`src/rtl/muldiv_pkg.sv`:
```
// Shared definitions for the multiply/divide datapath blocks.
//   CNT_W       : width of the multiply latency down-counter
//   cnt_t       : counter type
//   mul_state_e : HI/LO control state encoding (IDLE / BUSY)
package muldiv_pkg;

  localparam int unsigned CNT_W = 4;

  typedef logic [CNT_W-1:0] cnt_t;

  typedef enum logic {
    ST_IDLE = 1'b0,
    ST_BUSY = 1'b1
  } mul_state_e;

endpackage

```
`src/rtl/hilo_unit_if.sv`:
```
// Request/response bundle of the HI/LO unit.
//   requests  : mul_start, prod_in[63:0], mthi, mtlo, wdata[31:0], mfhi, mflo
//   responses : rdata[31:0], rvalid, stall, busy, hi[31:0], lo[31:0]
// master = requester side, slave = hilo_unit side.
interface hilo_unit_if;

  logic        mul_start;
  logic [63:0] prod_in;
  logic        mthi;
  logic        mtlo;
  logic [31:0] wdata;
  logic        mfhi;
  logic        mflo;
  logic [31:0] rdata;
  logic        rvalid;
  logic        stall;
  logic        busy;
  logic [31:0] hi;
  logic [31:0] lo;

  modport master (
    output mul_start, prod_in, mthi, mtlo, wdata, mfhi, mflo,
    input  rdata, rvalid, stall, busy, hi, lo
  );

  modport slave (
    input  mul_start, prod_in, mthi, mtlo, wdata, mfhi, mflo,
    output rdata, rvalid, stall, busy, hi, lo
  );

endinterface

```
`src/rtl/hilo_regfile.sv`:
```
// HI/LO architectural registers with independent write enables.
//   clk, reset     : clock, asynchronous active-high reset (clears both)
//   hi_we, hi_wd   : HI write enable / data
//   lo_we, lo_wd   : LO write enable / data
//   hi, lo         : current register contents
module hilo_regfile (
  input  logic        clk,
  input  logic        reset,
  input  logic        hi_we,
  input  logic [31:0] hi_wd,
  input  logic        lo_we,
  input  logic [31:0] lo_wd,
  output logic [31:0] hi,
  output logic [31:0] lo
);

  logic [31:0] hi_q, hi_d;
  logic [31:0] lo_q, lo_d;

  always_comb begin
    hi_d = hi_q;
    lo_d = lo_q;
    if (hi_we) hi_d = hi_wd;
    if (lo_we) lo_d = lo_wd;
  end

  always_ff @(posedge clk or posedge reset) begin
    if (reset) begin
      hi_q <= '0;
      lo_q <= '0;
    end else begin
      hi_q <= hi_d;
      lo_q <= lo_d;
    end
  end

  assign hi = hi_q;
  assign lo = lo_q;

endmodule

```
`src/rtl/hilo_unit.sv`:
```
// HI/LO unit: sequences multiplier result capture into HI/LO and serves
// mthi/mtlo writes and mfhi/mflo reads.
//   MUL_LATENCY : edges from mul_start acceptance to product capture (1..15)
//   clk, reset  : clock, asynchronous active-high reset
//   bus (slave) : requests in, registered read data / status out
// While a multiply is in flight every request is stalled and must be held.
module hilo_unit
  import muldiv_pkg::*;
#(
  parameter int unsigned MUL_LATENCY = 4
) (
  input  logic        clk,
  input  logic        reset,
  hilo_unit_if.slave  bus
);

  mul_state_e  state_q, state_d;
  cnt_t        cnt_q, cnt_d;
  logic [31:0] rdata_q, rdata_d;
  logic        rvalid_q, rvalid_d;

  logic        hi_we, lo_we;
  logic [31:0] hi_wd, lo_wd;
  logic [31:0] hi_r, lo_r;
  logic        any_req;

  assign any_req = bus.mul_start | bus.mthi | bus.mtlo | bus.mfhi | bus.mflo;

  always_comb begin
    state_d  = state_q;
    cnt_d    = cnt_q;
    rdata_d  = rdata_q;
    rvalid_d = 1'b0;
    hi_we    = 1'b0;
    lo_we    = 1'b0;
    hi_wd    = bus.wdata;
    lo_wd    = bus.wdata;
    case (state_q)
      ST_IDLE: begin
        hi_we = bus.mthi;
        lo_we = bus.mtlo;
        // Reads sample the register outputs, i.e. the value before any
        // same-cycle write lands.
        if (bus.mfhi) begin
          rdata_d  = hi_r;
          rvalid_d = 1'b1;
        end else if (bus.mflo) begin
          rdata_d  = lo_r;
          rvalid_d = 1'b1;
        end
        if (bus.mul_start) begin
          state_d = ST_BUSY;
          cnt_d   = cnt_t'(MUL_LATENCY);
        end
      end
      ST_BUSY: begin
        cnt_d = cnt_q - 1'b1;
        if (cnt_q == cnt_t'(1)) begin
          state_d = ST_IDLE;
          hi_we   = 1'b1;
          lo_we   = 1'b1;
          hi_wd   = bus.prod_in[63:32];
          lo_wd   = bus.prod_in[31:0];
        end
      end
      default: state_d = ST_IDLE;
    endcase
  end

  always_ff @(posedge clk or posedge reset) begin
    if (reset) begin
      state_q  <= ST_IDLE;
      cnt_q    <= '0;
      rdata_q  <= '0;
      rvalid_q <= 1'b0;
    end else begin
      state_q  <= state_d;
      cnt_q    <= cnt_d;
      rdata_q  <= rdata_d;
      rvalid_q <= rvalid_d;
    end
  end

  hilo_regfile u_regfile (
    .clk   (clk),
    .reset (reset),
    .hi_we (hi_we),
    .hi_wd (hi_wd),
    .lo_we (lo_we),
    .lo_wd (lo_wd),
    .hi    (hi_r),
    .lo    (lo_r)
  );

  assign bus.busy   = (state_q == ST_BUSY);
  assign bus.stall  = (state_q == ST_BUSY) & any_req;
  assign bus.rdata  = rdata_q;
  assign bus.rvalid = rvalid_q;
  assign bus.hi     = hi_r;
  assign bus.lo     = lo_r;

endmodule

```
`src/flat_wrapper.sv`:
```
// flat-port wrapper written by rule: the top's interface ports become plain ports
module hilo_unit_flat import muldiv_pkg::*;
#(
  parameter int unsigned MUL_LATENCY = 4
)
  (clk, reset, bus_mul_start, bus_prod_in, bus_mthi, bus_mtlo, bus_wdata, bus_mfhi, bus_mflo, bus_rdata, bus_rvalid, bus_stall, bus_busy, bus_hi, bus_lo);
  hilo_unit_if bus_i ();
  input  logic clk;
  input  logic reset;
  input wire logic [$bits(bus_i.mul_start)-1:0] bus_mul_start;
  input wire logic [$bits(bus_i.prod_in)-1:0] bus_prod_in;
  input wire logic [$bits(bus_i.mthi)-1:0] bus_mthi;
  input wire logic [$bits(bus_i.mtlo)-1:0] bus_mtlo;
  input wire logic [$bits(bus_i.wdata)-1:0] bus_wdata;
  input wire logic [$bits(bus_i.mfhi)-1:0] bus_mfhi;
  input wire logic [$bits(bus_i.mflo)-1:0] bus_mflo;
  output wire logic [$bits(bus_i.rdata)-1:0] bus_rdata;
  output wire logic [$bits(bus_i.rvalid)-1:0] bus_rvalid;
  output wire logic [$bits(bus_i.stall)-1:0] bus_stall;
  output wire logic [$bits(bus_i.busy)-1:0] bus_busy;
  output wire logic [$bits(bus_i.hi)-1:0] bus_hi;
  output wire logic [$bits(bus_i.lo)-1:0] bus_lo;
  assign bus_i.mul_start = bus_mul_start;
  assign bus_i.prod_in = bus_prod_in;
  assign bus_i.mthi = bus_mthi;
  assign bus_i.mtlo = bus_mtlo;
  assign bus_i.wdata = bus_wdata;
  assign bus_i.mfhi = bus_mfhi;
  assign bus_i.mflo = bus_mflo;
  assign bus_rdata = bus_i.rdata;
  assign bus_rvalid = bus_i.rvalid;
  assign bus_stall = bus_i.stall;
  assign bus_busy = bus_i.busy;
  assign bus_hi = bus_i.hi;
  assign bus_lo = bus_i.lo;
  hilo_unit #(.MUL_LATENCY(MUL_LATENCY)) u_core (.clk(clk), .reset(reset), .bus(bus_i));
endmodule
```
`config.mk`:
```
export PLATFORM = sky130hd
export DESIGN_NAME = hilo_unit_flat
export DESIGN_NICKNAME = d
export VERILOG_FILES = /design/src/rtl/muldiv_pkg.sv /design/src/rtl/hilo_unit_if.sv /design/src/rtl/hilo_regfile.sv /design/src/rtl/hilo_unit.sv /design/src/flat_wrapper.sv
export SDC_FILE = /design/constraint.sdc
export NUM_CORES = 1
export LEC_CHECK = 0
export ABC_AREA = 1
export BUFFER_PORTS_ARGS = -buffer_cell sky130_fd_sc_hd__buf_2
export CAP_MARGIN = 10
export CORE_ASPECT_RATIO = 0.9
export CORE_UTILIZATION = 30
export CTS_CLUSTER_DIAMETER = 120
export CTS_CLUSTER_SIZE = 28
export DETAILED_ROUTE_END_ITERATION = 6
export PLACE_DENSITY_LB_ADDON = 0.12
export SYNTH_ARGS = -nofsm -noshare
export SYNTH_HDL_FRONTEND = slang
export SYNTH_HIERARCHICAL = 1
export SYNTH_SLANG_ARGS = --single-unit
```
`constraint.sdc`:
```
create_clock -name clk -period 2.55 [get_ports clk]
set_input_delay 0.6375 -clock clk [delete_from_list [all_inputs] [get_ports clk]]
set_output_delay 0.6375 -clock clk [all_outputs]
set_load 0.03 [all_outputs]
```
==> results of run 1 <==
==> per-stage QoR <==
step | power, W | setup slack [ns] | utilization, % | hold slack, ns
floorplan | 0.006369 | 0.3144 | - | 0.5013
global placement | 0.007653 | 0.5352 | 37.50 | 0.4590
detailed placement | 0.007660 | 0.5204 | 37.50 | 0.4603
CTS | 0.008965 | 0.5119 | 39.00 | 0.3880
global route | 0.009530 | 0.3171 | 39.00 | 0.4166
finish | 0.008807 | 0.5518 | 39.00 | 0.3860
==> final cells by class <==
| type | instances | area (sq um) |
|---|---|---|
| fillers | 1900 | 10410 |
| inverters | 13 | 63.81 |
| repair buffers | 215 | 1136 |
| flip-flops and latches | 102 | 2552 |
| clock buffers | 12 | 246.5 |
| clock inverters | 2 | 10.01 |
| well taps | 235 | 294.0 |
| multi-input cells | 574 | 2351 |
==> power by group <==
group	total, W	switching, W	internal [W]
clock	0.00125	0.000576	0.000676
combinational	0.00465	0.00339	0.00126
sequential	0.00290	0.000560	0.00234
==> registers in the layout, indices dropped and copies added (netlist names) <==
| signal | flops |
|---|---|
| u_core/bus.rvalid | 1 |
| u_core/bus.busy | 1 |
| u_core/u_regfile/hi | 32 |
| u_core/bus.rdata | 32 |
| u_core/u_regfile/lo | 32 |
| u_core/cnt_q | 4 |
==> worst max-delay path by stage <==
stage	startpoint	slack, ns	to	cells past startpoint
after global routing	u_core/cnt_q[1]	0.32	u_core/u_regfile/lo[29]	9
after detailed placement	u_core/cnt_q[0]	0.52	u_core/u_regfile/hi[11]	8
after CTS	u_core/cnt_q[0]	0.51	u_core/u_regfile/hi[11]	8
after floorplan	reset	0.31	u_core/u_regfile/hi[0]	1
after global placement	u_core/cnt_q[0]	0.54	u_core/u_regfile/hi[11]	8
final	u_core/cnt_q[0]	0.55	u_core/u_regfile/hi[16]	8
==> synthesized netlist by cell type, drive strengths merged <==
master and number:
or2 1, nand3 67, nand2 492, a21oi 1, o21bai 1, dfrtp 102, and2 1, o22ai 1
inv 13, buf 42, o21ai 2, nor2 6, clkbuf 2, ha 2
==> metal layers <==
layer  wire length [microns]  vias to the layer above  global-route usage [%]
li1                        -                     2598                       -
met5                       0                        -                       0
met3                    1328                        5                   5.080
met4                      91                        0                   3.795
met2                    7651                      164                   30.65
met1                    8267                     2214                   27.73
==> worst min-delay path, delay by kind of cell <==
family,cells,cell delay (ns)
buf+inv,3,0.49
==> kinds of logic after synthesis <==
group                      share of synthesized area, %
buffers and inverters                             7.972
DFF                                               48.11
AOI/OAI and AO/OA                                0.6132
and+or+nand+nor                                   42.83
adders and majority gates                        0.4716
==> impl_metrics.env, run 1 <==
export IMPL_die_height_microns=128.2
export IMPL_gp_congestion=0.7677
export IMPL_synth_seq_cells=102
export IMPL_area_growth_syn_to_layout_pct=25.42
export IMPL_routedWlPerCell_microns=15.04
export IMPL_hold_class="primary input to asynchronous set/reset pin"
export IMPL_finalCritPeriodShare_pct=78.36
export IMPL_cts_max_path_buffers=2
export IMPL_htreeDepth=3
export IMPL_cp_max_fo=17
export IMPL_status="complete, no violations"
export IMPL_overflow=0
export IMPL_holdBufCountCts=0
export IMPL_dr_total_vias=4981
export IMPL_max_stage_delay_ns=0.39
export IMPL_hold_viol=0
export IMPL_cap_violations=0
export IMPL_hpwl_microns=11770
export IMPL_clock_sinks=102
export IMPL_critPathTopFamily="simple AND/OR/NAND/NOR gates"
export IMPL_cts_made_buffers=9
export IMPL_initial_core_util_pct=31.10
export IMPL_nets=1020
export IMPL_drc_errors=0
export IMPL_grt_pass1_vias=4763
export IMPL_max_freq_ghz=0.5005
export IMPL_via_per_inst=4.320
export IMPL_min_period_ns=1.998
export IMPL_drive_gt1_share_pct=28.32
export IMPL_vdd_drop_max_uv=627.7
export IMPL_setup_viol=0
export IMPL_fin_cells=1153
export IMPL_syn_nets=838
export IMPL_core_sq_mm=0.01706
export IMPL_dieArea_sq_mm=0.01822
export IMPL_post_cts_resized=0
export IMPL_synth_area_leaders="dfrtp_1 (48%), nand2_1 (33%), nand3_1 (6.3%), buf_6 (3.2%), nand2_2 (2.5%)"
export IMPL_drt_first_pass_iters=4
export IMPL_rsz0062_at_grt="no"
export IMPL_route_antenna_remaining_nets=0
export IMPL_clk_pin_slew_ns=0.06
export IMPL_powerDensity_mw_per_mm2=1324
export IMPL_avgSynthCellArea_sq_um=7.238
export IMPL_path_cells="ha_1, nand2_1, inv_2, nand2_2, nand2_2, buf_4, nand2_1, nand2_1"
export IMPL_totalWireLength_microns=17340
export IMPL_critPathKind="flop to flop"
export IMPL_worst_slew_pin_slew_ns=0.8285
export IMPL_placedCellCount=1139
export IMPL_antenna_found_initial=0
export IMPL_ff2ff_path_depth=8
export IMPL_synth_top_area_share_pct=48.11
export IMPL_reg2reg_slack_ns=0.55
export IMPL_reg2reg_from="u_core/cnt_q[0]"
export IMPL_cts_root_buf="clkbuf_16"
export IMPL_layout_commonest_cell="nand2_1"
export IMPL_clk_latency_ns=0.34
export IMPL_post_dp_cell_area_sq_mm=0.006397
export IMPL_die_w_microns=142.2
export IMPL_synth_cell_types=22
export IMPL_relSlewSlack_pct=44.69
export IMPL_p_leak_nw=3.989
export IMPL_startpoint_type="flop"
export IMPL_finClkSkew_ns=0.005705
export IMPL_yosys_area_top_type="dfrtp_1"
export IMPL_cp_end_kind="flop"
export IMPL_tns_ns=0
export IMPL_synth_seq_area_share_pct=48.11
export IMPL_crit_arrival_ns=2.23
export IMPL_yosys_warnings=6
export IMPL_grt_pass1_wl_microns=27050
export IMPL_syn_area_sq_mm=0.005305
export IMPL_cts_tree="done"
export IMPL_maxSlewViolCount=0
export IMPL_fp_row_count=45
export IMPL_drtIter0Drc=232
export IMPL_postCtsSetupBuffers=0
export IMPL_port_buffers=201
export IMPL_antenna_cells=0
export IMPL_slowest_stage="dfrtp_1"
export IMPL_io_pins=202
export IMPL_critPathRequiredTime_ns=2.78
export IMPL_synth_cells=733
export IMPL_final_cell_mix="nand2_1 (470), buf_2 (201), dfrtp_1 (102), nand3_1 (67), nand2_2 (22)"
export IMPL_grt_max_degree=65
export IMPL_r2r_end="u_core/u_regfile/hi[16]"
export IMPL_crit_buf_inv=2
export IMPL_worst_path_most_repeated_cell="nand2_1"
export IMPL_track_usage_pct=19.76
export IMPL_final_area_sq_mm=0.006654
Note: power is estimated with default switching activity, not from simulation.
==> run 2, diff against run 1 <==
ABC_AREA = 0   (was 1)
clock period = 1.9 ns   (was 2.55 ns; I/O delays follow)
==> impl_metrics.env, run 2 <==
export IMPL_tns_ns=0
export IMPL_clk_pin_slew_ns=0.06
export IMPL_synth_seq_cells=102
export IMPL_dr_total_vias=4036
export IMPL_register_area_sq_mm=0.002554
export IMPL_hold_class="primary input to asynchronous set/reset pin"
export IMPL_clock_sinks=102
export IMPL_critPathKind="flop to output pin"
export IMPL_synth_seq_area_share_pct=49.89
export IMPL_slowest_stage="dfrtp_2"
export IMPL_area_growth_syn_to_layout_pct=30.91
export IMPL_critPathRequiredTime_ns=1.42
export IMPL_cts_root_buf="clkbuf_16"
export IMPL_yosys_area_top_type="dfrtp_1"
export IMPL_maxSlewViolCount=0
export IMPL_dieArea_sq_mm=0.01758
export IMPL_placedCellCount=850
export IMPL_finClkSkew_ns=0.006879
export IMPL_track_usage_pct=16.79
export IMPL_multi_input_area_sq_mm=0.002292
export IMPL_p_leak_nw=3.609
export IMPL_yosys_warnings=6
export IMPL_yosysMostFrequentCell="nand2_1"
export IMPL_post_dp_cell_area_sq_mm=0.006359
export IMPL_synth_cells=458
export IMPL_startpoint_type="flop"
export IMPL_die_height_microns=125.9
export IMPL_final_cell_mix="buf_2 (200), nand2_1 (161), dfrtp_1 (101), mux2_4 (60), and3_1 (31)"
export IMPL_die_w_microns=139.7
export IMPL_max_stage_delay_ns=0.43
export IMPL_via_per_inst=4.655
export IMPL_crit_buf_inv=2
export IMPL_vdd_drop_max_uv=767.5
export IMPL_path_cells="buf_4, a21boi_1, clkbuf_4"
export IMPL_cp_end_kind="output pin"
export IMPL_setup_slack_ns=0.05975
export IMPL_final_area_sq_mm=0.006698
export IMPL_powerDensity_mw_per_mm2=1960
export IMPL_avgSynthCellArea_sq_um=11.17
export IMPL_drt_first_pass_iters=4
export IMPL_max_freq_ghz=0.5434
export IMPL_synth_ff_type="dfrtp_1"
export IMPL_async_flop_share_pct=100.0
export IMPL_status="complete, no violations"
export IMPL_synth_area_leaders="dfrtp_1 (50%), mux2_4 (18%), nand2_1 (12%), a221o_1 (5.7%), and3_1 (3.8%)"
export IMPL_initial_core_util_pct=31.19
export IMPL_worstSetupPathDepth=3
export IMPL_synth_top_area_share_pct=49.89
export IMPL_totalWireLength_microns=14400
export IMPL_min_period_ns=1.840
export IMPL_place_ws_ns=0.04118
export IMPL_reg2reg_slack_ns=0.10
export IMPL_grt_pass1_wl_microns=22470
export IMPL_synthTopCellsByCount="nand2_1 (161), dfrtp_1 (102), mux2_4 (60)"
export IMPL_cts_made_buffers=9
export IMPL_fp_row_count=44
export IMPL_holdBufCountCts=0
export IMPL_reg2reg_from="u_core/cnt_q[1]"
export IMPL_hold_viol=0
export IMPL_drc_errors=0
export IMPL_fin_cells=867
export IMPL_cap_violations=0
export IMPL_grt_pass1_vias=4037
export IMPL_relSlewSlack_pct=49.42
export IMPL_synth_cell_types=28
export IMPL_cts_tree="done"
export IMPL_hpwl_microns=10520
export IMPL_crit_end="bus_stall"
export IMPL_nets=760
export IMPL_critPathTopFamily="flip-flops"
export IMPL_n_fill_cell=1633
export IMPL_setup_viol=0
export IMPL_crit_arrival_ns=1.37
export IMPL_port_buffers=201
export IMPL_route_antenna_remaining_nets=0
export IMPL_finalCritPeriodShare_pct=96.86
export IMPL_layout_commonest_cell="buf_2"
export IMPL_syn_nets=563
export IMPL_antenna_found_initial=0
export IMPL_worst_slew_pin_slew_ns=0.7571
export IMPL_startpoint="u_core/bus.busy"
export IMPL_gp_congestion=0.7745
export IMPL_drtIter0Drc=183
export IMPL_ff2ff_path_depth=7
export IMPL_synth_edf_count=0
export IMPL_clk_latency_ns=0.35
export IMPL_syn_area_sq_mm=0.005116
export IMPL_overflow=0
export IMPL_htreeDepth=3
export IMPL_core_sq_mm=0.01641
export IMPL_fin_util_pct=40.83
export IMPL_cp_max_fo=6
export IMPL_cts_max_path_buffers=2
export IMPL_r2r_end="u_core/u_regfile/hi[19]"
export IMPL_grt_max_degree=65
export IMPL_drive_gt1_share_pct=47.12
export IMPL_io_pins=202
export IMPL_antenna_cells=0
export IMPL_routedWlPerCell_microns=16.61
==> run 2: cell count changes in the layout (fill, tap and decap cells not counted), sizes merged, moves of 2 or more <==
cell	change
nand3	-67
nand2	-331
nor3	+2
a221o	+31
inv	-5
bufinv	+2
mux2	+66
and3	+31
buf	+4
==> run 2: final cells by class <==
class | count | share of cell area [%]
sequential | 102 | 38.13
multi-input combinational | 313 | 34.22
timing repair buffer | 220 | 18.49
tap | 207 | 3.867
clock buffer | 12 | 3.680
clock inverter | 4 | 1.046
inverter | 9 | 0.5604
==> run 2: cells by family (layout without fill, tap and decap cells) <==
| family | count (synthesis) | in the layout | synth area share (%) |
|---|---|---|---|
| fa+ha+maj | 2 | 2 | 0.4890 |
| flops | 102 | 102 | 49.89 |
| buf+inv | 43 | 245 | 6.261 |
| compound gates | 39 | 39 | 7.092 |
| mux | 67 | 67 | 19.12 |
| simple gates | 205 | 205 | 17.14 |
==> run 2: worst min-delay path by stage <==
stage,from,slack [ns],to,cells after the start
floorplan,u_core/cnt_q[3],0.45,u_core/cnt_q[3],1
global placement,u_core/cnt_q[3],0.47,u_core/cnt_q[3],1
detailed placement,u_core/cnt_q[3],0.48,u_core/cnt_q[3],1
CTS,reset,0.15,u_core/bus.rdata[13],2
global route,reset,0.17,u_core/bus.rdata[4],2
finish,reset,0.15,u_core/bus.rdata[4],2
==> run 2: per-layer routing <==
layer	GRT usage [%]	wire length, microns
met1	23.14	7026
met2	26.13	6470
met3	4.639	755
met4	4.008	146
met5	0	0
==> run 2: what timing repair did <==
action	4_1_cts	5_1_grt
endpoints found under the setup margin	0	47
setup buffers	0	1
resized for setup	0	3
==> run 2: stage by stage <==
stage | hold slack (ns) | power [W]
CTS | 0.1524 | 0.01325
finish | 0.1547 | 0.01313
floorplan | 0.4459 | 0.009234
global placement | 0.4742 | 0.01113
detailed placement | 0.4751 | 0.01120
global route | 0.1660 | 0.01386
==> run 2: report_power, final <==
group	internal (W)	leakage [nW]	switching, W
logic	0.00300	2.21	0.00396
registers	0.00326	1.24	0.000912
clock network	0.00119	0.157	0.000802
total	0.00746	3.61	0.00567
